--- src/rtl/platform_field.sv ---
// platform_field
//   Platform generator and renderer for the Doodle-Jump video path.
//   Keeps NUM_PLAT platform slots in registers. After reset each slot's X is
//   seeded from an internal LFSR. On every frame tick, when scrolling is
//   enabled, all slots move down by scroll_amt. Any slot that has left the
//   screen is then respawned at the top with a fresh random X. The block
//   also provides registered per-pixel and ball-landing hit results.
//
// Ports:
//   Clk, Reset          system clock; asynchronous active-high reset
//   frame_clk           vsync-rate tick, asynchronous to Clk
//   scroll_en           scroll during this frame
//   scroll_amt          pixels to scroll per frame (< SPACING)
//   DrawX, DrawY        current pixel  -> platform_on, plat_idx (1 Clk later)
//   BallX, BallY        ball centre    -> land_hit, land_y (1 Clk later)
//   Ball_size           ball half-size
//   busy                sequencer is not in IDLE
//   respawn_count       respawns since reset; wraps
//   frame_overrun       sticky; set when a frame tick had to be dropped
//
// State   | meaning
// INIT    | seed platX of one slot per Clk after reset
// IDLE    | wait for a frame tick (or a pended one)
// SCROLL  | add scroll_amt to every platY in one Clk
// RECYCLE | check one slot per Clk and respawn it if it is off screen

module platform_field #(
  parameter int          NUM_PLAT = 16,
  parameter int          SPACING  = 30,
  parameter int          HALF_W   = 4,
  parameter int          HALF_H   = 4,
  parameter int          SCREEN_H = 480,
  parameter int          X_MIN    = 16,
  parameter int          X_RANGE  = 608,
  parameter logic [15:0] SEED     = 16'hACE1
) (
  input  logic        Clk,
  input  logic        Reset,
  input  logic        frame_clk,
  input  logic        scroll_en,
  input  logic [4:0]  scroll_amt,
  input  logic [9:0]  DrawX,
  input  logic [9:0]  DrawY,
  input  logic [9:0]  BallX,
  input  logic [9:0]  BallY,
  input  logic [9:0]  Ball_size,
  output logic        platform_on,
  output logic [4:0]  plat_idx,
  output logic        land_hit,
  output logic [9:0]  land_y,
  output logic        busy,
  output logic [15:0] respawn_count,
  output logic        frame_overrun
);

  localparam int SW = (NUM_PLAT > 1) ? $clog2(NUM_PLAT) : 1;
  // Geometry compares use 12 bits so that ball X plus size plus half-width
  // cannot wrap, even with extreme input values.
  localparam int GW = 12;

  localparam logic [15:0]   SEED_EFF  = (SEED == 16'h0000) ? 16'h0001 : SEED;
  localparam logic [15:0]   LFSR_MASK = 16'hB400;
  localparam logic [SW-1:0] LAST_SLOT = SW'(NUM_PLAT - 1);
  localparam logic [9:0]    X_MIN_V   = 10'(X_MIN);
  localparam logic [9:0]    X_RANGE_V = 10'(X_RANGE);
  localparam logic [10:0]   RESPAWN_Y = 11'(SCREEN_H + HALF_H);
  localparam logic [10:0]   WRAP_Y    = 11'(NUM_PLAT * SPACING);
  localparam logic [10:0]   HALF_H_Y  = 11'(HALF_H);
  localparam logic [GW-1:0] HW_G      = GW'(HALF_W);
  localparam logic [GW-1:0] HH_G      = GW'(HALF_H);

  typedef enum logic [1:0] {
    S_INIT,
    S_IDLE,
    S_SCROLL,
    S_RECYCLE
  } state_t;

  state_t        state, state_next;
  logic [SW-1:0] slot;
  logic [15:0]   lfsr;
  logic [2:0]    fsync;
  logic          tick;
  logic          pending;

  logic [9:0]    plat_x [NUM_PLAT];
  logic [10:0]   plat_y [NUM_PLAT];

  logic          init_wr;
  logic          do_scroll;
  logic          recycle_chk;
  logic          start;
  logic          respawn_now;
  logic [9:0]    x_raw;
  logic [9:0]    x_off;
  logic [9:0]    new_x;

  logic          pix_hit_c;
  logic [4:0]    pix_idx_c;
  logic          land_hit_c;
  logic [9:0]    land_y_c;
  logic [GW-1:0] ball_bot;
  logic [GW-1:0] ball_l;
  logic [GW-1:0] ball_sz;

  // Galois LFSR, right shift; it steps every Clk regardless of state.
  always_ff @(posedge Clk or posedge Reset) begin
    if (Reset) begin
      lfsr <= SEED_EFF;
    end else begin
      lfsr <= {1'b0, lfsr[15:1]} ^ (lfsr[0] ? LFSR_MASK : 16'h0000);
    end
  end

  // X_RANGE >= 512, so a single conditional subtract keeps r below X_RANGE.
  always_comb begin
    x_raw = lfsr[9:0];
    x_off = (x_raw >= X_RANGE_V) ? (x_raw - X_RANGE_V) : x_raw;
    new_x = X_MIN_V + x_off;
  end

  // Two-flop synchroniser, then a third flop for rising-edge detect.
  always_ff @(posedge Clk or posedge Reset) begin
    if (Reset) begin
      fsync <= 3'b000;
    end else begin
      fsync <= {fsync[1:0], frame_clk};
    end
  end

  assign tick = fsync[1] & ~fsync[2];

  always_ff @(posedge Clk or posedge Reset) begin
    if (Reset) begin
      state <= S_INIT;
    end else begin
      state <= state_next;
    end
  end

  always_comb begin
    state_next  = state;
    init_wr     = 1'b0;
    do_scroll   = 1'b0;
    recycle_chk = 1'b0;
    start       = 1'b0;
    case (state)
      S_INIT: begin
        init_wr = 1'b1;
        if (slot == LAST_SLOT) state_next = S_IDLE;
      end
      S_IDLE: begin
        if (tick || pending) begin
          start = 1'b1;
          if (scroll_en) state_next = S_SCROLL;
        end
      end
      S_SCROLL: begin
        do_scroll  = 1'b1;
        state_next = S_RECYCLE;
      end
      S_RECYCLE: begin
        recycle_chk = 1'b1;
        if (slot == LAST_SLOT) state_next = S_IDLE;
      end
      default: state_next = S_INIT;
    endcase
  end

  assign busy = (state != S_IDLE);

  // Slot counter, tick pending flag and sticky overrun flag. In IDLE a tick
  // starts the frame directly; while busy, one tick can be held as pending.
  always_ff @(posedge Clk or posedge Reset) begin
    if (Reset) begin
      slot          <= '0;
      pending       <= 1'b0;
      frame_overrun <= 1'b0;
    end else begin
      if (init_wr || recycle_chk) begin
        slot <= (slot == LAST_SLOT) ? '0 : slot + SW'(1);
      end else if (do_scroll) begin
        slot <= '0;
      end

      if (state == S_IDLE) begin
        if (start) pending <= 1'b0;
      end else if (tick) begin
        if (pending) frame_overrun <= 1'b1;
        else         pending       <= 1'b1;
      end
    end
  end

  assign respawn_now = (plat_y[slot] >= RESPAWN_Y);

  always_ff @(posedge Clk or posedge Reset) begin
    if (Reset) begin
      for (int i = 0; i < NUM_PLAT; i++) begin
        plat_x[i] <= '0;
        plat_y[i] <= 11'((i + 1) * SPACING);
      end
      respawn_count <= '0;
    end else begin
      if (init_wr) plat_x[slot] <= new_x;
      if (do_scroll) begin
        for (int i = 0; i < NUM_PLAT; i++) begin
          plat_y[i] <= plat_y[i] + {6'b000000, scroll_amt};
        end
      end
      if (recycle_chk && respawn_now) begin
        plat_y[slot]  <= plat_y[slot] - WRAP_Y;
        plat_x[slot]  <= new_x;
        respawn_count <= respawn_count + 16'd1;
      end
    end
  end

  // Pixel hit. The loop runs downward so that the lowest hit index wins.
  always_comb begin
    pix_hit_c = 1'b0;
    pix_idx_c = '0;
    for (int i = NUM_PLAT - 1; i >= 0; i--) begin
      if (({2'b00, DrawX} + HW_G >= {2'b00, plat_x[i]}) &&
          ({2'b00, DrawX} <= {2'b00, plat_x[i]} + HW_G) &&
          ({2'b00, DrawY} + HH_G >= {1'b0, plat_y[i]}) &&
          ({2'b00, DrawY} <= {1'b0, plat_y[i]} + HH_G)) begin
        pix_hit_c = 1'b1;
        pix_idx_c = 5'(i);
      end
    end
  end

  // Landing hit. The ball bottom edge must lie within the platform's
  // vertical span, and the two X spans must overlap.
  always_comb begin
    ball_sz    = {2'b00, Ball_size};
    ball_l     = {2'b00, BallX};
    ball_bot   = {2'b00, BallY} + ball_sz;
    land_hit_c = 1'b0;
    land_y_c   = '0;
    for (int i = NUM_PLAT - 1; i >= 0; i--) begin
      if ((ball_bot + HH_G >= {1'b0, plat_y[i]}) &&
          (ball_bot <= {1'b0, plat_y[i]} + HH_G) &&
          (ball_l + ball_sz + HW_G >= {2'b00, plat_x[i]}) &&
          (ball_l <= {2'b00, plat_x[i]} + HW_G + ball_sz)) begin
        land_hit_c = 1'b1;
        land_y_c   = 10'(plat_y[i] - HALF_H_Y);
      end
    end
  end

  always_ff @(posedge Clk or posedge Reset) begin
    if (Reset) begin
      platform_on <= 1'b0;
      plat_idx    <= '0;
      land_hit    <= 1'b0;
      land_y      <= '0;
    end else begin
      platform_on <= pix_hit_c;
      plat_idx    <= pix_idx_c;
      land_hit    <= land_hit_c;
      land_y      <= land_y_c;
    end
  end

endmodule
--- config.mk ---
export PLATFORM = sky130hd
export DESIGN_NAME = platform_field
export DESIGN_NICKNAME = d
export VERILOG_FILES = /design/src/rtl/platform_field.sv
export SDC_FILE = /design/constraint.sdc
export NUM_CORES = 2
export LEC_CHECK = 0
export BUFFER_PORTS_ARGS = -buffer_cell sky130_fd_sc_hd__buf_4
export CAP_MARGIN = 20
export CORE_AREA = 2 2 405 407
export CTS_BUF_LIST = sky130_fd_sc_hd__clkbuf_16
export DETAILED_ROUTE_END_ITERATION = 12
export DIE_AREA = 0 0 407 409
export SLEW_MARGIN = 20
export SYNTH_ARGS = -nofsm -noshare
export SYNTH_HDL_FRONTEND = slang
export SYNTH_SLANG_ARGS = --single-unit
--- constraint.sdc ---
create_clock -name Clk -period 14.2 [get_ports Clk]
set_clock_uncertainty 0.05 [all_clocks]
set_input_delay 2.84 -clock Clk [delete_from_list [all_inputs] [get_ports Clk]]
set_output_delay 2.84 -clock Clk [all_outputs]
set_load 0.02 [all_outputs]
==> results.toml <==
[layout]
instances_no_fill = 9910
area_delta_synth_final_pct = 8.71
postLayoutCoreUtil_pct = 43.2
layout_commonest_cell = "ha_1"
layout_common_cells = "1561 x ha_1, 578 x o21ai_0, 531 x inv_1"
final_net_count = 9348
drive_gt1_share_pct = 7.29

[clocking]
cts_hold_buf = 0
clock-sinks = 395
h-tree-depth = 2
cts_tree = "done"
clk_path_buf_depth = 3
cts_setup_buffers = 0
cts_root_buffer = "clkbuf_16"
numCtsBuffers = 55
clk_pin_slew_worst_paths_ns = 0.06
clk_latency_ns = 0.73
cts_resized = 0

[run_status]
status = "complete, no violations"

[setup_path]
crit_top_cell = "buf_4"
cp.required_ns = 14.73
path_buf_inv = 4
crit_arrival_ns = 9.52
cp_top_family = "compound AO/OA/AOI/OAI gates"
crit_type = "in -> reg"
crit_slowest_cell = "or4b_1"
start_kind = "primary input"
endpoint_kind = "register"
slowest_delay_ns = 0.58
crit_path_max_fanout = 23
crit_chain = "buf_4, buf_4, fa_1, a21oi_2, o21ai_1, a211o_1, buf_4, nand3_1, or3_1, xnor2_2, buf_4, ha_1, a211oi_1, o211ai_1, a311oi_1, or3_1, nor3_1, o311ai_1, or4b_1, a2111oi_1, o32ai_1"

[floorplanning]
die_area_um2 = 166000
die_w_um = 407
die_y_um = 409
initial_utilization_pct = 39.8
rows = 148
core-area_um2 = 162000
num_io_pins = 94

[placed_design]
pre_cts_slack_ns = 4.62
place_inst = 9808
port_buffers = 92
post-dp-hpwl_mm = 210
routabilityCongestion = 1.04

[synthesis]
syn_inst = 7632
ys_types = 100
syn_avg_cell_area_um2 = 8.45
ys_seq_area_share_pct = 15.5
async_flop_share_pct = 100
netlist_area_um2 = 64500
synth_nets = 9290
synth_seq_cells = 395
yosys_warnings = 0
dominantRegCellSynth = "dfrtp_1"
synth-edff-count = 0

[detailed_routing]
routedWlPerCell_um = 28.5
vias = 61925
drt_iter0_drc = 6504
ant_nets = 0
drc = 0
wirelength_mm = 283
viasPerCell = 6.25
firstDrtPassIters = 7

[sta]
post-route-min-period_ns = 8.99
setup_violations = 0
clock.fmax_ghz = 0.111
finalCritPeriodShare_pct = 63.3
fin_tns_setup_ns = 0
hold_viol = 0
finalWorstSetupSlack_ns = 5.21
rsz0062_at_grt = "false"
slew_headroom_pct = 17.7
worst_slew_pin_slew_ns = 1.23
timing.final.max_slew_violations = 0

[global_routing]
track_usage_pct = 33.4
grt_max_degree = 127
grt_pass1_vias = 59492
grt_pass1_wl_mm = 408
antenna_found_initial = 25
grt-ovfl-total = 0

[flow_run]
cap_violations = 0

[power_and_ir_drop]
internal-power_w = 0.00632
p_leak_nw = 31.8
p_sw_w = 0.00842
ir_drop_uv = 187
power_frac_clock_pct = 9.8
combPwrFrac_pct = 73.9
p_sw_share_pct = 57.1
p_per_area_nw_per_um2 = 210
p_seq_share_pct = 16.3

[worst_hold_path]
hp-class = "reg -> reg"
## Yosys cell counts, drive strengths merged (73+ instances only)
cell | count | area, um^2
nand3 | 266 | 1340
dfrtp | 323 | 8080
a21o | 260 | 1950
ha | 1565 | 19600
nand2b | 120 | 751
mux2 | 106 | 1190
a21oi | 442 | 2220
nand2 | 527 | 1980
nor2 | 415 | 1560
nor2b | 168 | 1050
nand4 | 163 | 1020
o21a | 170 | 1280
nor3 | 159 | 801
inv | 526 | 1970
o211ai | 73 | 622
xnor2 | 477 | 4180
a211oi | 88 | 661
o21ai | 615 | 3080
xor2 | 148 | 1300
clkbuf | 158 | 593
## sequential cells by signal, summed over array words and instances (netlist names)
register       cells
frame_overrun      1
lfsr              16
platform_on        1
plat_y           176
state              2
plat_x           160
land_hit           1
respawn_count     16
fsync              3
pending            1
land_y            10
plat_idx           4
slot               4
## cell families (layout without fill, tap and decap cells)
kind of cell	count (synthesis)	in the layout	share of synthesized area, %
flip-flops	395	395	15.5
AO/OA/AOI/OAI	2032	2032	20.3
XOR/XNOR	625	625	8.50
AND/OR/NAND/NOR	2051	2051	15.7
buffers and inverters	741	841	4.44
adder cells (fa/ha/maj)	1599	1599	31.4
other	1	4	0.00582
multiplexers	188	188	4.17
## power by group through the flow
stage	Combinational, W	Clock (W)	Sequential [W]
floorplan	0.00691	0	0.00188
detailed placement	0.0105	0	0.00237
finish	0.0109	0.00144	0.00241
global route	0.0117	0.00150	0.00241
global placement	0.0104	0	0.00236
CTS	0.0106	0.00146	0.00235
## worst paths after layout
| kind | from | endpoint | slack, ns | cells past startpoint |
|---|---|---|---|---|
| min in group asynchronous | Reset | fsync[0] | 2.26 | 2 |
| worst min register to register | fsync[0] | fsync[1] | 0.30 | 0 |
| worst min-delay path | fsync[0] | fsync[1] | 0.30 | 0 |
| worst max-delay path | Ball_size[1] | land_y[7] | 5.21 | 21 |
| worst max register to register | plat_x[22] | land_y[7] | 7.88 | 22 |
| max in group asynchronous | Reset | plat_x[124] | 9.83 | 4 |
## stage by stage
step	hold slack (ns)	total power (W)	cell area (um^2)
2_1_floorplan	0.281	0.00879	64500
3_3_place_gp	0.283	0.0127	68300
3_5_place_dp	0.288	0.0129	68300
4_1_cts	0.301	0.0144	70100
5_1_grt	0.315	0.0157	70100
6_report	0.300	0.0147	70100
## metal layers
| metal | part of all wire (%) | global-route usage [%] | wire (um) | up-vias |
|---|---|---|---|---|
| li1 | - | - | - | 28209 |
| met1 | 41 | 44.0 | 117000 | 29956 |
| met2 | 42 | 50.2 | 119000 | 2971 |
| met3 | 9.2 | 6.17 | 26000 | 779 |
| met4 | 7.4 | 20.6 | 20900 | 10 |
| met5 | 0.021 | 0 | 59 | - |
## area by class of cell
type / count / area (um^2)
clock inverter: 44 / 380
sequential: 395 / 9980
timing repair buffer: 199 / 1500
fill: 15964 / 92000
inverter: 543 / 2050
tap: 2175 / 2720
clock buffer: 55 / 1380
multi-input combinational: 6496 / 52100
antenna: 3 / 7.51
Note: power is estimated with default switching activity, not from simulation.
